<file path="config.mk">
export PLATFORM = sky130hd
export DESIGN_NAME = tdc_word_serializer
export DESIGN_NICKNAME = d
export VERILOG_FILES = /design/src/rtl/tdc_word_serializer.sv
export SDC_FILE = /design/constraint.sdc
export NUM_CORES = 1
export LEC_CHECK = 0
export ABC_CLOCK_PERIOD_IN_PS = 2009
export BUFFER_PORTS_ARGS = -buffer_cell sky130_fd_sc_hd__buf_2
export CORE_MARGIN = 2
export CORE_UTILIZATION = 53
export CTS_BUF_LIST = sky130_fd_sc_hd__clkbuf_4 sky130_fd_sc_hd__clkbuf_8 sky130_fd_sc_hd__clkbuf_16
export CTS_CLUSTER_DIAMETER = 80
export CTS_CLUSTER_SIZE = 40
export DETAILED_ROUTE_END_ITERATION = 12
export PLACE_DENSITY = 0.9
export SLEW_MARGIN = 20
export SYNTH_ARGS = -nofsm -noshare
export SYNTH_HDL_FRONTEND = slang
export SYNTH_SLANG_ARGS = --single-unit
</file>
<file path="constraint.sdc">
create_clock -name clk -period 2.01 [get_ports clk]
set_input_delay 0.402 -clock clk [delete_from_list [all_inputs] [get_ports clk]]
set_output_delay 0.402 -clock clk [all_outputs]
set_load 0.05 [all_outputs]
</file>
<file path="src/rtl/tdc_word_serializer.sv">
// -----------------------------------------------------------------------------
// tdc_word_serializer
//
// Pops 48-bit TDC timestamp words from a FIFO and sends each one, MSB byte
// first, over a valid/ready byte interface toward the UART/host transmitter.
// The FIFO read port has one cycle of registered read latency, so a word moves
// through IDLE -> POP -> LOAD -> SEND. Only one pop is outstanding at a time:
// the next word is requested only after the current one has fully gone out.
//
// Optional feature (compile-time macro TDC_SER_CHECKSUM_EN):
//   defined   - an extra byte, the XOR of the data bytes, is sent after the
//               last data byte. word_count counts the word only once that
//               checksum byte has been accepted.
//   undefined - exactly NBYTES bytes per word; no checksum accumulator exists.
//
// Parameters:
//   WORD_W  FIFO word width, a multiple of 8 (default 48)
//   CNT_W   width of the sent-word counter (default 16)
//
// Ports:
//   clk         system clock, everything on posedge
//   rst         synchronous active-high reset
//   fifo_empty  FIFO empty flag
//   fifo_data   FIFO registered read data, valid the cycle after a pop
//   fifo_rd_en  registered FIFO pop strobe (one-cycle pulse)
//   tx_data     byte toward the transmitter
//   tx_valid    tx_data is valid
//   tx_ready    transmitter accepts the byte this cycle
//   busy        high whenever the serializer is not in IDLE
//   word_count  number of fully transmitted words, wraps silently
// -----------------------------------------------------------------------------
module tdc_word_serializer #(
    parameter int WORD_W = 48,
    parameter int CNT_W  = 16
) (
    input  logic              clk,
    input  logic              rst,
    input  logic              fifo_empty,
    input  logic [WORD_W-1:0] fifo_data,
    output logic              fifo_rd_en,
    output logic [7:0]        tx_data,
    output logic              tx_valid,
    input  logic              tx_ready,
    output logic              busy,
    output logic [CNT_W-1:0]  word_count
);

    localparam int NBYTES = WORD_W / 8;
`ifdef TDC_SER_CHECKSUM_EN
    localparam int NSEND  = NBYTES + 1;
`else
    localparam int NSEND  = NBYTES;
`endif
    localparam int IDX_W  = (NSEND > 1) ? $clog2(NSEND) : 1;
    localparam logic [IDX_W-1:0] LAST_IDX = IDX_W'(NSEND - 1);
`ifdef TDC_SER_CHECKSUM_EN
    localparam logic [IDX_W-1:0] LAST_DATA_IDX = IDX_W'(NBYTES - 1);
`endif

    typedef enum logic [1:0] {
        ST_IDLE = 2'd0,
        ST_POP  = 2'd1,
        ST_LOAD = 2'd2,
        ST_SEND = 2'd3
    } state_t;

    state_t              state_r;
    state_t              next_state_s;
    logic                fifo_rd_en_r;
    logic [7:0]          tx_data_r;
    logic                tx_valid_r;
    logic                busy_r;
    logic [CNT_W-1:0]    word_count_r;
    logic [WORD_W-1:0]   shift_r;
    logic [IDX_W-1:0]    byte_idx_r;
    logic                xfer_s;
    logic                last_s;
    logic [WORD_W-1:0]   shifted_s;
    logic [7:0]          next_byte_s;
`ifdef TDC_SER_CHECKSUM_EN
    logic [7:0]          csum_r;
`endif

    // Next-state decode plus the byte that follows a non-final transfer.
    always_comb begin
        next_state_s = state_r;
        xfer_s       = tx_valid_r && tx_ready;
        last_s       = (byte_idx_r == LAST_IDX);
        shifted_s    = shift_r << 8;
        next_byte_s  = shifted_s[WORD_W-1 -: 8];
`ifdef TDC_SER_CHECKSUM_EN
        // After the last data byte the checksum goes out; fold in the byte
        // currently on the bus since the accumulator has not seen it yet.
        if (byte_idx_r == LAST_DATA_IDX) begin
            next_byte_s = csum_r ^ tx_data_r;
        end else begin
            next_byte_s = shifted_s[WORD_W-1 -: 8];
        end
`endif
        case (state_r)
            ST_IDLE: begin
                if (!fifo_empty) begin
                    next_state_s = ST_POP;
                end else begin
                    next_state_s = ST_IDLE;
                end
            end
            ST_POP:  next_state_s = ST_LOAD;
            ST_LOAD: next_state_s = ST_SEND;
            ST_SEND: begin
                if (xfer_s && last_s) begin
                    next_state_s = ST_IDLE;
                end else begin
                    next_state_s = ST_SEND;
                end
            end
            default: next_state_s = ST_IDLE;
        endcase
    end

    // State register, registered outputs and the word datapath.
    always_ff @(posedge clk) begin
        if (rst) begin
            state_r      <= ST_IDLE;
            fifo_rd_en_r <= 1'b0;
            tx_data_r    <= 8'h00;
            tx_valid_r   <= 1'b0;
            busy_r       <= 1'b0;
            word_count_r <= {CNT_W{1'b0}};
            shift_r      <= {WORD_W{1'b0}};
            byte_idx_r   <= {IDX_W{1'b0}};
`ifdef TDC_SER_CHECKSUM_EN
            csum_r       <= 8'h00;
`endif
        end else begin
            state_r      <= next_state_s;
            busy_r       <= (next_state_s != ST_IDLE);
            // The pop strobe is high only for the cycle spent in POP.
            fifo_rd_en_r <= (state_r == ST_IDLE) && !fifo_empty;
            case (state_r)
                ST_LOAD: begin
                    shift_r    <= fifo_data;
                    tx_data_r  <= fifo_data[WORD_W-1 -: 8];
                    tx_valid_r <= 1'b1;
                    byte_idx_r <= {IDX_W{1'b0}};
`ifdef TDC_SER_CHECKSUM_EN
                    csum_r     <= 8'h00;
`endif
                end
                ST_SEND: begin
                    if (xfer_s) begin
                        if (last_s) begin
                            tx_valid_r   <= 1'b0;
                            word_count_r <= word_count_r + CNT_W'(1);
                        end else begin
                            shift_r    <= shifted_s;
                            tx_data_r  <= next_byte_s;
                            byte_idx_r <= byte_idx_r + IDX_W'(1);
`ifdef TDC_SER_CHECKSUM_EN
                            csum_r     <= csum_r ^ tx_data_r;
`endif
                        end
                    end
                end
                default: begin
                end
            endcase
        end
    end

    assign fifo_rd_en = fifo_rd_en_r;
    assign tx_data    = tx_data_r;
    assign tx_valid   = tx_valid_r;
    assign busy       = busy_r;
    assign word_count = word_count_r;

endmodule

</file>
# ---- Yosys cells after proc, flatten, opt, wreduce, memory -nomap -nowiden
# Index checks and enable logic that the tools add are counted.
dict set report word_totals {
  reg_bits 72
  output_inout_bits 27
  wordCells 42
}
dict set report classes {
  add_sub_neg 2
  eq_ne 7
  n_mux 15
  reduce_logical 10
}
# cell count
set ops {}
lappend ops {{$mux 40} 2}
lappend ops {{$pmux 40 s2} 1}
lappend ops {{$add 16x1->16 const B} 1}
lappend ops {{$mux 8} 2}
lappend ops {{$pmux 8 s2} 1}
lappend ops {{$reduce_and 3->1} 3}
lappend ops {{$pmux 2 s4} 1}
lappend ops {{$mux 3} 2}
lappend ops {{$ne 2x2->1 const B} 3}
lappend ops {{$pmux 3 s2} 1}
lappend ops {{$eq 2x2->1 const B} 2}
lappend ops {{$reduce_bool 2->1} 2}
lappend ops {{$add 3x1->3 const B} 1}
lappend ops {{$eq 3x3->1 const B} 1}
lappend ops {{$logic_and 1x1->1} 3}
lappend ops {{$mux 1} 3}
lappend ops {{$eq 2x1->1 const B} 1}
lappend ops {{$logic_not 2->1} 1}
lappend ops {{$mux 2} 1}
lappend ops {{$pmux 1 s2} 1}
lappend ops {{$logic_not 1->1} 1}

# ---- Longest topological paths before layout
dict set report logic_depth {
  ltp_word 5
  depth_mapped 8
  mapped_depth_nobuf 6
}

# ---- Least setup slack after synthesis
# No wires, ideal clock.
dict set report synth_path {
  kind {register -> register}
  startpoint {register word_count_r[0], in the netlist word_count[0]}
  endpoint {register word_count_r[11], in the netlist word_count[11]}
  setup_time_ps 123
  arrival_ps 1923
  path_slack_ps -36
  stages_incl_launch_ff 5
  path_buffers 0
  cell_sequence {dfxtp_1 nand4_2 or2_4 or4_1 mux2_1}
}
dict set report synth_via {
  elab_chain_cells 1
}
# element line
set synth_rtl {}
lappend synth_rtl {{start, declared} 73} ;# logic [CNT_W-1:0] word_count_r;
lappend synth_rtl {{start signal, assigned} 129} ;# word_count_r <= {CNT_W{1'b0}};
lappend synth_rtl {{start signal, assigned} 154} ;# word_count_r <= word_count_r + CNT_W'(1);
lappend synth_rtl {{$add 16x1->16} 154}
# No other way between the ends.
# A chain may end at the register's enable or synchronous reset.

# ---- Final worst setup path
dict set report layout_path {
  startpoint {register byte_idx_r[1]}
  endpoint {register word_count_r[11], in the netlist word_count[11]}
}
dict set report layout_via {
  elab_chain_cells 2
}
# element line
set layout_rtl {}
lappend layout_rtl {{start, declared} 75} ;# logic [IDX_W-1:0] byte_idx_r;
lappend layout_rtl {{start signal, assigned} 131} ;# byte_idx_r <= {IDX_W{1'b0}};
lappend layout_rtl {{start signal, assigned} 145} ;# byte_idx_r <= {IDX_W{1'b0}};
lappend layout_rtl {{start signal, assigned} 158} ;# byte_idx_r <= byte_idx_r + IDX_W'(1);
lappend layout_rtl {{$eq 3x3->1} 88} ;# last_s = (byte_idx_r == LAST_IDX);
lappend layout_rtl {{$reduce_and 3->1 (no source line)} -}
# No other way between the ends.

==> run metrics <==
status=finished, final reports clean; Seq/Total Area, Yosys=45.6%; layout cells sized above 1=about a quarter; Die Span Y=between 80 and 90 microns; Slowest cell on crit path=or4_1; Critical R2R Launch=byte_idx_r[1]$_SDFFE_PP0P_; Async SR Flop Fraction=0%; R2R setup slack=between 0.08 and 0.09 ns; commonest non-fill, non-tap cell in the layout=buf_2; most frequent cells in the layout=buf_2 (78), dfxtp_1 (69), nand2_1 (56), nor2_1 (56), nand3_1 (53); Rel. slew slack=70.1%; Worst EP required=~2.2 ns; pwr dens=about 870 nW/um^2; CP startpoint kind=flop; GRT Residual Overflow=0; standard cell core area=5850 sq um; filler cell count=just over 500; Reg2Reg Capture Point=word_count[11]$_SDFFE_PP0P_; WL final=roughly 7600 microns; CTS Sinks=72; Die X=around 81 microns; Vias=3004; initial core utilization=between 50% and 60%; Worst Hold Class=in2reg; Overall Power=between 3 and 4 mW; Area Growth Syn to Fin=20.1%; Synth Instances=slightly below 400; final cell count without fillers=536; post-synthesis average cell area=around 8.1 sq um; Pre-antenna DRT Iters=4; first-pass GRT wire length=about 12000 microns; synthesized flop and latch total=just over 70; syn_nets=roughly 450; TNS Setup=0 ns; Hold Path Sink=fifo_rd_en$_SDFF_PP0_; critical-path maximum fanout=6; initial antenna violation count=0; via/cell ratio=roughly 5.6; Post-synth EDFFs=0; largest net degree at the start of global routing=between 80 and 90; Final Skew=between 0.007 and 0.008 ns; gr usage total=a little under a quarter; post-CTS setup buffer count=0; CTS buffer count=9; maxcap violations=0; routability cong.=0.846; Final #Nets=just over 500; hold_sp=fifo_empty; vias in the first global route=~2.8k; Die Area=6590 sq um; # hold bufs at CTS=0; Critical Path Max Stage Delay=between 0.4 and 0.5 ns; Routed Antenna Nets=0; Post-synth top flop=dfxtp_1; largest vdd supply drop=~800 uV; Worst Max-Slew Pin Slew=roughly 0.45 ns; Yosys cell types=37; Slew Limit Fails=0; P_leak=~1.5 nW; root buf cell=clkbuf_8; Setup violations, final=0; Final HPWL DP=5020 microns; # diodes=0; CTS tree=built; DR iter-0 viols=between 200 and 250; row count=28; worst-path cell chain=inv_1, ha_1, nand4_1, or2_4, or4_1, mux2_1; WS Path Type=reg2reg; Tcrit/Tclk final=between 90% and 100%; Peak Freq=around 520 MHz; RSZ-0062 raised after global routing=no; placed instance count=520; clock tree buffer depth=2; Crit path arrival time=~2.2 ns; Synth Warn #=0; Worst-Skew Late Latency=between 0.3 and 0.4 ns; Final Hold Slack=roughly 0.25 ns; Syn Std Cell Area=3160 sq um; PortBufs=between 70 and 80; Worst Reg-to-Reg Cells=6; Worst-path clk slew=roughly 0.08 ns; num ports=between 70 and 80; Util after Layout=about two thirds; hold-critical path depth=2; final hold viol count=0; Final min period=1.93 ns; routed len/inst=14.2 microns; residual DRC count=0; H-tree levels=3; Critical Path Sink Type=flop
metrics by stage:
stage               instance area (sq um)  setup WS, ns
CTS                                  3790        0.0613
detailed placement                   3600        0.0940
floorplan                            3160        0.0111
global route                         3790       0.00842
global placement                     3600         0.176
finish                               3790        0.0803
worst max path at each step:
stage	start	endpoint	slack (ns)	depth (start not counted)
2_1_floorplan	word_count[3]$_SDFFE_PP0P_	word_count[15]$_SDFFE_PP0P_	0.01	4
3_3_place_gp	byte_idx_r[0]$_SDFFE_PP0P_	word_count[11]$_SDFFE_PP0P_	0.18	5
3_5_place_dp	byte_idx_r[0]$_SDFFE_PP0P_	word_count[11]$_SDFFE_PP0P_	0.09	5
4_1_cts	byte_idx_r[0]$_SDFFE_PP0P_	word_count[11]$_SDFFE_PP0P_	0.06	5
5_1_grt	byte_idx_r[1]$_SDFFE_PP0P_	word_count[11]$_SDFFE_PP0P_	0.008	6
6_report	byte_idx_r[1]$_SDFFE_PP0P_	word_count[11]$_SDFFE_PP0P_	0.08	6
worst max-delay path, delay by kind of cell, from the launching register on:
family	cells	cell delay, ns
adders and majority gates	1	0.18
buffers and inverters	1	0.07
DFF	1	0.33
muxes	1	0.32
and+or+nand+nor	3	0.93
state kept, by name (all words and copies together), names as in the netlist:
name / count
word_count: 16
shift_r: 40
tx_valid: 1
byte_idx_r: 3
tx_data: 8
busy: 1
state_r: 2
fifo_rd_en: 1
metal layers:
layer / up-vias / routed length, microns / global-route usage [%]
li1: 1516 / - / -
met1: 1391 / 3310 / 28.7
met2: 82 / 3750 / 39.8
met3: 15 / 359 / 3.67
met4: 0 / 183 / 13.4
met5: - / 0 / 0
cells in the mapped netlist (2+ instances only):
cell      instances  area share (%)
ha_1              3             1.2
nor2b_1           5            0.99
nand3_1          53             8.4
or3_1             3            0.59
or4_1             2            0.48
xnor2_1           7             1.9
a311oi_1         40              11
nand4_1           3            0.59
clkbuf_1         25             3.0
inv_1             7            0.83
a21oi_1          14             2.2
nor4_1            3            0.59
dfxtp_1          72              46
nand2_1          56             6.7
a31o_2            2            0.55
nand2b_1          2            0.40
o21ai_0           4            0.63
buf_2             7             1.1
nor2_1           56             6.7
mux2_2            2            0.71
nor3_1            8             1.3
where the power goes:
| group | total [mW] | switching [mW] | internal, mW | leakage [nW] |
|---|---|---|---|---|
| clock network | 1.11 | 0.534 | 0.580 | 0.0955 |
| logic | 0.582 | 0.387 | 0.194 | 0.853 |
| registers | 1.61 | 0.0644 | 1.55 | 0.589 |
timing repair:
action,in CTS,in global routing
resized for setup,0,1
endpoints found under the setup margin,0,2
hold endpoints to repair,0,0
kinds of logic (layout without fill, tap and decap cells):
| kind of cell | count (synthesis) | after routing | synth area share, % |
|---|---|---|---|
| simple gates | 199 | 199 | 29.1 |
| flops | 72 | 72 | 45.6 |
| compound gates | 64 | 64 | 15.5 |
| buf+inv | 41 | 112 | 5.27 |
| xor+xnor | 8 | 8 | 2.22 |
| fa+ha+maj | 3 | 3 | 1.19 |
| mux | 3 | 3 | 1.07 |
area by class of cell:
| cell class | instances | area [sq um] | share of cell area (%) |
|---|---|---|---|
| clock inverter | 6 | 60.1 | 1.58 |
| multi-input combinational | 277 | 1550 | 40.9 |
| inverter | 7 | 26.3 | 0.692 |
| tap | 75 | 93.8 | 2.47 |
| clock buffer | 10 | 131 | 3.46 |
| timing repair buffer | 89 | 485 | 12.8 |
| sequential | 72 | 1450 | 38.1 |
No activity file was read; power rests on OpenSTA's default activity.
